File: src/rtl/prefix_adder_pipe_if.sv
// Operand/result handshake bundle for the pipelined prefix adder.
// master = issuing side, slave = adder side.
interface prefix_adder_pipe_if #(
    parameter int WIDTH = 16,
    parameter int TAGW  = 4
);
    logic             in_valid;
    logic             in_ready;
    logic [WIDTH-1:0] a;
    logic [WIDTH-1:0] b;
    logic             cin;
    logic             sub;
    logic [TAGW-1:0]  in_tag;
    logic             out_valid;
    logic             out_ready;
    logic [WIDTH-1:0] sum;
    logic             cout;
    logic             ovf;
    logic [TAGW-1:0]  out_tag;

    modport master (
        output in_valid, a, b, cin, sub, in_tag, out_ready,
        input  in_ready, out_valid, sum, cout, ovf, out_tag
    );

    modport slave (
        input  in_valid, a, b, cin, sub, in_tag, out_ready,
        output in_ready, out_valid, sum, cout, ovf, out_tag
    );
endinterface

File: src/rtl/prefix_adder_pipe.sv
// Pipelined Kogge-Stone adder/subtractor with elastic valid/ready ranks.
// Prefix levels are spread over STAGES register ranks; results carry a tag.
module prefix_adder_pipe #(
    parameter int WIDTH  = 16,
    parameter int STAGES = 2,
    parameter int TAGW   = 4
) (
    input  logic               clk,
    input  logic               reset,
    prefix_adder_pipe_if.slave io
);
    localparam int L = $clog2(WIDTH);

    typedef logic [WIDTH-1:0] word_t;

    function automatic int lev_end(input int s);
        if (s >= STAGES) return L;
        return (s * L + STAGES - 1) / STAGES;
    endfunction

    logic [STAGES:1] rv;
    logic [STAGES:1] rc0;
    logic [STAGES:1] ram;
    logic [STAGES:1] rbm;
    word_t           rg   [1:STAGES];
    word_t           rp   [1:STAGES];
    word_t           rpr  [1:STAGES];
    logic [TAGW-1:0] rtag [1:STAGES];

    logic [STAGES:1] iv;
    logic [STAGES:1] load;
    logic [STAGES:1] nc0;
    logic [STAGES:1] nam;
    logic [STAGES:1] nbm;
    word_t           ng   [1:STAGES];
    word_t           np   [1:STAGES];
    word_t           npr  [1:STAGES];
    logic [TAGW-1:0] ntag [1:STAGES];

    for (genvar s = 1; s <= STAGES; s++) begin : stage
        localparam int LB = lev_end(s - 1);
        localparam int LE = lev_end(s);

        word_t cg [LB:LE];
        word_t cp [LB:LE];

        if (s == 1) begin : first
            word_t bb;
            logic  c0;
            assign bb = io.sub ? ~io.b : io.b;
            assign c0 = io.sub | io.cin;
            assign cp[LB] = io.a ^ bb;
            // carry-in folded into bit 0 generate
            assign cg[LB] = (io.a & bb)
                          | {{(WIDTH-1){1'b0}}, cp[LB][0] & c0};
            assign npr[s]  = io.a ^ bb;
            assign nc0[s]  = c0;
            assign nam[s]  = io.a[WIDTH-1];
            assign nbm[s]  = bb[WIDTH-1];
            assign ntag[s] = io.in_tag;
            assign iv[s]   = io.in_valid;
        end else begin : mid
            assign cg[LB]  = rg[s-1];
            assign cp[LB]  = rp[s-1];
            assign npr[s]  = rpr[s-1];
            assign nc0[s]  = rc0[s-1];
            assign nam[s]  = ram[s-1];
            assign nbm[s]  = rbm[s-1];
            assign ntag[s] = rtag[s-1];
            assign iv[s]   = rv[s-1];
        end

        for (genvar k = LB; k < LE; k++) begin : level
            localparam int D = 1 << k;
            assign cg[k+1] = cg[k]
                | (cp[k] & {cg[k][WIDTH-1-D:0], {D{1'b0}}});
            assign cp[k+1] = cp[k]
                & {cp[k][WIDTH-1-D:0], {D{1'b1}}};
        end

        assign ng[s] = cg[LE];
        assign np[s] = cp[LE];
    end

    // a rank loads when empty or when its successor takes its contents
    always_comb begin
        logic chain;
        load  = '0;
        chain = io.out_ready;
        for (int s = STAGES; s >= 1; s--) begin
            load[s] = ~rv[s] | chain;
            chain   = load[s];
        end
    end

    always_ff @(posedge clk or posedge reset) begin
        if (reset) begin
            rv  <= '0;
            rc0 <= '0;
            ram <= '0;
            rbm <= '0;
            for (int s = 1; s <= STAGES; s++) begin
                rg[s]   <= '0;
                rp[s]   <= '0;
                rpr[s]  <= '0;
                rtag[s] <= '0;
            end
        end else begin
            for (int s = 1; s <= STAGES; s++) begin
                if (load[s]) begin
                    rv[s] <= iv[s];
                    if (iv[s]) begin
                        rg[s]   <= ng[s];
                        rp[s]   <= np[s];
                        rpr[s]  <= npr[s];
                        rc0[s]  <= nc0[s];
                        ram[s]  <= nam[s];
                        rbm[s]  <= nbm[s];
                        rtag[s] <= ntag[s];
                    end
                end
            end
        end
    end

    word_t carry;
    word_t res;

    assign carry = {rg[STAGES][WIDTH-2:0], rc0[STAGES]};
    assign res   = rpr[STAGES] ^ carry;

    assign io.in_ready  = load[1];
    assign io.out_valid = rv[STAGES];
    assign io.sum       = res;
    assign io.cout      = rg[STAGES][WIDTH-1];
    assign io.ovf       = (ram[STAGES] == rbm[STAGES])
                        & (res[WIDTH-1] != ram[STAGES]);
    assign io.out_tag   = rtag[STAGES];
endmodule
File: src/flat_wrapper.sv
// flat-port wrapper written by rule: the top's interface ports become plain ports
module prefix_adder_pipe_flat 
#(
    parameter int WIDTH  = 16,
    parameter int STAGES = 2,
    parameter int TAGW   = 4
)
  (clk, reset, io_in_valid, io_a, io_b, io_cin, io_sub, io_in_tag, io_out_ready, io_in_ready, io_out_valid, io_sum, io_cout, io_ovf, io_out_tag);
  prefix_adder_pipe_if #(.WIDTH(WIDTH), .TAGW(TAGW)) io_i ();
  input  logic clk;
  input  logic reset;
  input wire logic [$bits(io_i.in_valid)-1:0] io_in_valid;
  input wire logic [$bits(io_i.a)-1:0] io_a;
  input wire logic [$bits(io_i.b)-1:0] io_b;
  input wire logic [$bits(io_i.cin)-1:0] io_cin;
  input wire logic [$bits(io_i.sub)-1:0] io_sub;
  input wire logic [$bits(io_i.in_tag)-1:0] io_in_tag;
  input wire logic [$bits(io_i.out_ready)-1:0] io_out_ready;
  output wire logic [$bits(io_i.in_ready)-1:0] io_in_ready;
  output wire logic [$bits(io_i.out_valid)-1:0] io_out_valid;
  output wire logic [$bits(io_i.sum)-1:0] io_sum;
  output wire logic [$bits(io_i.cout)-1:0] io_cout;
  output wire logic [$bits(io_i.ovf)-1:0] io_ovf;
  output wire logic [$bits(io_i.out_tag)-1:0] io_out_tag;
  assign io_i.in_valid = io_in_valid;
  assign io_i.a = io_a;
  assign io_i.b = io_b;
  assign io_i.cin = io_cin;
  assign io_i.sub = io_sub;
  assign io_i.in_tag = io_in_tag;
  assign io_i.out_ready = io_out_ready;
  assign io_in_ready = io_i.in_ready;
  assign io_out_valid = io_i.out_valid;
  assign io_sum = io_i.sum;
  assign io_cout = io_i.cout;
  assign io_ovf = io_i.ovf;
  assign io_out_tag = io_i.out_tag;
  prefix_adder_pipe #(.WIDTH(WIDTH), .STAGES(STAGES), .TAGW(TAGW)) u_core (.clk(clk), .reset(reset), .io(io_i));
endmodule
File: config.mk
export PLATFORM = sky130hd
export DESIGN_NAME = prefix_adder_pipe_flat
export DESIGN_NICKNAME = d
export VERILOG_FILES = /design/src/rtl/prefix_adder_pipe_if.sv /design/src/rtl/prefix_adder_pipe.sv /design/src/flat_wrapper.sv
export SDC_FILE = /design/constraint.sdc
export NUM_CORES = 1
export LEC_CHECK = 0
export CORE_UTILIZATION = 50
export CTS_CLUSTER_DIAMETER = 120
export DETAILED_ROUTE_END_ITERATION = 10
export PLACE_DENSITY = 0.75
export SETUP_SLACK_MARGIN = 0.02
export SKIP_CTS_REPAIR_TIMING = 1
export SLEW_MARGIN = 20
export SYNTH_ARGS = -nofsm -noshare
export SYNTH_HDL_FRONTEND = slang
export SYNTH_SLANG_ARGS = --single-unit
File: constraint.sdc
create_clock -name clk -period 4.5 [get_ports clk]
set_input_delay 0.45 -clock clk [delete_from_list [all_inputs] [get_ports clk]]
set_output_delay 0.45 -clock clk [all_outputs]
set_load 0.05 [all_outputs]
==> results of run 1 <==
-- logic make-up after synthesis --
| group | Yosys count | synth area share (%) |
|---|---|---|
| multiplexers | 51 | 14.8 |
| XOR/XNOR | 32 | 6.51 |
| buffers and inverters | 18 | 2.53 |
| adder cells (fa/ha/maj) | 16 | 4.65 |
| AO/OA/AOI/OAI | 71 | 10.6 |
| AND/OR/NAND/NOR | 74 | 7.41 |
| flip-flops | 92 | 53.5 |
-- per-layer routing --
layer / global-route usage (%) / vias up / wire (µm)
met5: 0 / - / 0
met4: 9.60 / 0 / 209
met2: 32.0 / 57 / 3950
li1: - / 1368 / -
met1: 27.6 / 1388 / 3830
met3: 2.98 / 17 / 256
-- cells in the final DEF, fill, tap and decap left out, types with 2 or more instances in the layout --
| cell type | synthesis | layout |
|---|---|---|
| a31oi_1 | 2 | 2 |
| buf_4 | 0 | 2 |
| o21a_1 | 10 | 10 |
| o211ai_1 | 10 | 10 |
| nor2_1 | 13 | 13 |
| a2111oi_0 | 2 | 2 |
| clkdlybuf4s50_1 | 0 | 65 |
| nand4_1 | 2 | 2 |
| a21o_1 | 4 | 4 |
| clkbuf_8 | 0 | 9 |
| o21bai_1 | 2 | 2 |
| inv_8 | 0 | 2 |
| inv_1 | 3 | 2 |
| a21oi_1 | 19 | 19 |
| o31ai_1 | 10 | 10 |
| xor2_1 | 32 | 32 |
| dfrtp_1 | 92 | 92 |
| clkinvlp_4 | 0 | 3 |
| nand2_1 | 50 | 50 |
| nand3_1 | 2 | 2 |
| mux2_4 | 17 | 17 |
| nand2b_1 | 4 | 4 |
| o21ai_0 | 12 | 12 |
| ha_1 | 16 | 16 |
| mux2_2 | 34 | 34 |
-- path summary, 6_finish.rpt --
| check | startpoint | to | slack [ns] | cells after the start |
|---|---|---|---|---|
| max | io_sub | u_core.rg[31] | 2.02 | 7 |
| min | reset | u_core.carry[3] | 0.32 | 2 |
| max reg2reg | u_core.rv[2] | u_core.carry[11] | 2.69 | 3 |
| min reg2reg | u_core.rp[27] | u_core.rp[27] | 0.48 | 2 |
| max in group asynchronous | reset | u_core.rp[23] | 3.47 | 3 |
| min in group clk | u_core.rp[27] | u_core.rp[27] | 0.48 | 2 |
-- critical path, cell delays in order --
cell	delay, ns
clkdlybuf4s50_1	0.92
xor2_1	0.34
ha_1	0.38
a21oi_1	0.19
nor2_1	0.07
a2111oi_0	0.31
nor2_1	0.07
-- power groups by stage --
stage | Combinational, µW | Clock (µW) | Sequential (µW)
after floorplan | 793 | 0 | 1170
final | 1170 | 574 | 1150
after CTS | 1170 | 587 | 1150
after global routing | 1240 | 625 | 1170
after detailed placement | 1170 | 0 | 1170
after global placement | 1160 | 0 | 1150
-- flip-flops by register name, indices dropped and copies added (netlist names) --
| signal | count |
|---|---|
| u_core.rp | 12 |
| u_core.rv | 2 |
| u_core.carry | 15 |
| u_core.io.out_tag | 4 |
| u_core.npr | 16 |
| u_core.rpr | 16 |
| u_core.rc0 | 2 |
| u_core.io.cout | 1 |
| u_core.ram | 2 |
| u_core.rbm | 2 |
| u_core.rg | 16 |
| u_core.ntag | 4 |
-- layout make-up --
| type | instances | area [µm²] | share of cell area, % |
|---|---|---|---|
| Clock buffer | 9 | 124 | 2.37 |
| Clock inverter | 7 | 83.8 | 1.60 |
| Inverter | 3 | 12.5 | 0.239 |
| Multi-Input combinational cell | 244 | 1890 | 36.2 |
| Sequential cell | 92 | 2300 | 44.0 |
| Tap cell | 105 | 131 | 2.51 |
| Timing Repair Buffer | 68 | 686 | 13.1 |
-- through the flow --
step	instance area, µm²	total power (µW)	utilization (%)	setup slack (ns)
after floorplan	4300	1970	-	1.66
after global placement	5000	2310	60.6	1.73
after detailed placement	5000	2330	60.6	1.67
after CTS	5210	2910	63.1	2.04
after global routing	5230	3040	63.4	1.77
final	5230	2890	63.4	2.02
==> key figures, run 1 <==
Outcome
  – Status: complete, no violations

Global routing
  – Gr usage total: 20.3%
  – First-pass GRT wire length: 13,700 µm
  – Vias in the first global route: 2,935
  – Initial antenna violation count: 0
  – Pin count of the biggest net entering global routing: 59
  – Grt total ovfl: 0

Routing
  – Wire length per cell: 15.6 µm
  – First DRT Iteration DRCs: 111
  – Total Wirelength: 8250 µm
  – Vias: 2,830
  – DRT antenna net count: 0
  – Drt via density: 5.36
  – First drt pass iteration count: 4
  – # DRC: 0

Critical path
  – Setup CP Type: in -> reg
  – Crit. End Element: register
  – Worst setup SP type: input pin
  – Required time worst endpoint: 4.74 ns
  – Critical path fanouts, max: 18
  – Crit path arrival time: 2.72 ns

Timing
  – Setup TNS: 0 ns
  – Clock skew: 0.00736 ns
  – RSZ-0062 raised after global routing: no
  – Hold_ws: 0.321 ns
  – F_max: 0.403 GHz
  – Worst slew pin tran: 0.995 ns
  – Period utilization: 55.2%
  – Pins Over Slew Limit: 0
  – Slew Limit Headroom: 33.4%
  – Setup violators final: 0
  – Final hold vios: 0
  – Min Tclk post-route: 2.48 ns

Finish
  – Area delta synth->final: 21.6%
  – Antenna cells: 0
  – Fillers: 676
  – Layout cells sized above 1: 17.5%
  – Layout Cells excl Fill: 528
  – Fin nets: 476

Clock tree
  – Register clock-pin slew on the reported worst setup and hold paths: 0.10 ns
  – TritonCTS Buffers: 9
  – Htree depth: 3
  – Root Buffer: clkbuf_8
  – CTS tree: built
  – Clk sink count: 92
  – Clk buf depth: 2
  – Clk_lat worst skew: 0.36 ns

Floorplanning
  – Initial core utilization: 52.1%
  – Rows: 33
  – Die Y: 94.8 µm
  – Top Ports: 66
  – Die width: 94.8 µm
  – Core area: 8260 µm²
  – Die area: 8980 µm²

Logic synthesis
  – Synth Flop Type: dfrtp_1
  – Yosys Warn Count: 0
  – Synth Area per Inst: 12.2 µm²
  – Ys async rst share: 100%
  – Number of synthesized flops with an enable pin: 0
  – Area fraction of the dominant cell type after synthesis: 53.5%
  – Register bit total from synthesis: 92
  – Post-Synthesis Cells: 354
  – Post-synth top cells: 92 x dfrtp_1, 50 x nand2_1, 34 x mux2_2
  – Most frequent cell after synthesis: dfrtp_1
  – Synth area leaders: dfrtp_1 53%, mux2_2 8.9%, xor2_1 6.5%, mux2_4 5.9%, ha_1 4.7%
  – Mapped Area: 4300 µm²
  – Distinct cells, synth: 26
  – Seq/Total Area, Yosys: 53.5%
  – Yosys top cell by area: dfrtp_1
  – Syn nets: 412

Placement
  – Port Buf Inserts: 65
  – Post-Place Cells: 511
  – Post-DP HPWL: 5870 µm
  – Gpl congestion: 0.899

Power and ir drop
  – Net switching power: 1120 µW
  – Clock power share: 19.9%
  – Leakage: 0.00229 µW
  – Pint: 1760 µW
  – Sequential power share: 39.7%
  – Combinational fraction of design power: 40.4%
  – Sw frac: 38.9%
  – Worst vdd ir: 0.308 mV
  – PwrDens: 552 nW/µm²

Flow run
  – Maxcap violations: 0

Min path
  – Hold Crit Class: in -> async
Power figures use the tool's default switching activity.
==> run 2: changes to the inputs <==
clock period = 2.5 ns   (was 4.5 ns; I/O delays follow)
==> key figures, run 2 (synthesis gave the netlist of run 1 again) <==
Routing
  – Total Wirelength: 8400 µm
  – First drt pass iteration count: 4
  – Vias: 2,840
  – Wire length per cell: 15.8 µm
  – # DRC: 0
  – First DRT Iteration DRCs: 142
  – Drt via density: 5.34
  – DRT antenna net count: 0

Global routing
  – Vias in the first global route: 2,943
  – GR peak layer: met2
  – Met3 usage: 3.30%
  – Pin count of the biggest net entering global routing: 93
  – Initial antenna violation count: 0
  – First-pass GRT wire length: 14,100 µm
  – Grt total ovfl: 0
  – M1 GR Usage: 28.9%
  – Met2 usage in global routing: 31.8%
  – Gr usage total: 21.0%

Power and ir drop
  – Leakage: 0.00232 µW
  – Pint: 3210 µW
  – Overall Power: 5190 µW
  – Worst vdd ir: 0.577 mV
  – Sequential power share: 39.7%
  – Sw frac: 38.2%
  – Net switching power: 1990 µW
  – Combinational fraction of design power: 40.7%
  – PwrDens: 981 nW/µm²
  – Clock power share: 19.5%

Placement
  – Post-DP HPWL: 5990 µm
  – Post-Place Cells: 516
  – Port Buf Inserts: 65
  – Gpl congestion: 0.957

Critical path
  – Crit path arrival time: 1.93 ns
  – Worst setup path end: io_ovf
  – Critical path fanouts, max: 3
  – Reg-to-reg endpoint: u_core.npr[10]
  – Required time worst endpoint: 2.25 ns
  – Worst setup SP type: register
  – Setup CP Type: reg -> out
  – Worst r2r src: u_core.rv[1]
  – Critical Path Source: u_core.carry[15]
  – Crit. End Element: output pin
  – Reg2reg path depth: 4
  – R2R Setup Slk: 0.94 ns

Timing
  – Min Tclk post-route: 2.18 ns
  – Final hold vios: 0
  – Clock skew: 0.0172 ns
  – Setup TNS: 0 ns
  – F_max: 0.458 GHz
  – Setup violators final: 0
  – Slew Limit Headroom: 66.4%
  – Period utilization: 87.3%
  – Worst slew pin tran: 0.502 ns
  – Hold_ws: 0.367 ns
  – RSZ-0062 raised after global routing: no
  – Pins Over Slew Limit: 0

Finish
  – Antenna cells: 0
  – Area delta synth->final: 23.1%
  – Reg area: 2300 µm²
  – Most frequent cells in the layout: 92 x dfrtp_1, 65 x clkdlybuf4s50_1, 50 x nand2_1
  – Fin nets: 480
  – Layout Cells excl Fill: 532
  – Layout cells sized above 1: 18.0%
  – Fillers: 649
  – Core Util, Final: 64.1%
  – Commonest non-fill, non-tap cell in the layout: dfrtp_1
  – Area of the multi-input gates: 1890 µm²

Clock tree
  – TritonCTS Buffers: 9
  – Clk buf depth: 2
  – Root Buffer: clkbuf_8
  – Clk sink count: 92
  – Clk_lat worst skew: 0.36 ns
  – CTS tree: built
  – Register clock-pin slew on the reported worst setup and hold paths: 0.10 ns
  – Htree depth: 3

Floorplanning
  – Die width: 94.8 µm
  – Top Ports: 66
  – Die area: 8980 µm²
  – Rows: 33
  – Initial core utilization: 52.1%
  – Die Y: 94.8 µm
  – Core area: 8260 µm²

Min path
  – Hold Crit Class: in -> async

Flow run
  – Maxcap violations: 0

Outcome
  – Status: complete, no violations
==> run 2: how the worst min path moves through the flow <==
stage / cells past startpoint / slack [ns] / from / end
final: 3 / 0.37 / reset / u_core.ram[2]
after global routing: 3 / 0.40 / reset / u_core.ram[2]
after CTS: 3 / 0.38 / reset / u_core.ram[2]
after detailed placement: 2 / 0.47 / u_core.rp[23] / u_core.rp[23]
after global placement: 2 / 0.45 / u_core.ntag[1] / u_core.ntag[1]
after floorplan: 2 / 0.36 / io_in_tag[0] / u_core.ntag[0]
==> run 2: worst max-delay path, cell delays in order (launching register included) <==
cell,delay (ns)
dfrtp_1,0.41
xor2_1,0.21
nand2_1,0.07
o21ai_0,0.07
clkdlybuf4s50_1,0.82
==> run 2: cell type report <==
type	count	share of cell area, %
sequential	92	43.5
multi-input combinational	244	35.7
timing repair buffer	72	14.2
clock buffer	11	2.67
tap	105	2.48
clock inverter	5	1.13
inverter	3	0.283
==> run 2: per-layer routing <==
metal	routed length (µm)	vias to the layer above
li1	-	1373
met1	3930	1372
met2	3950	77
met3	293	18
met4	218	0
met5	0	-
==> run 2: power groups by stage <==
stage / Clock [µW] / Combinational [µW] / Sequential [µW]
2_1_floorplan: 0 / 1430 / 2110
3_5_place_dp: 0 / 2120 / 2100
3_3_place_gp: 0 / 2100 / 2080
4_1_cts: 1040 / 2140 / 2070
6_report: 1010 / 2120 / 2060
5_1_grt: 1110 / 2260 / 2110
==> run 2: per-stage QoR <==
step	setup WS, ns	instance area (µm²)
floorplan	0.236	4310
global placement	0.427	5090
detailed placement	0.335	5090
CTS	0.290	5300
global route	0.186	5300
finish	0.319	5300
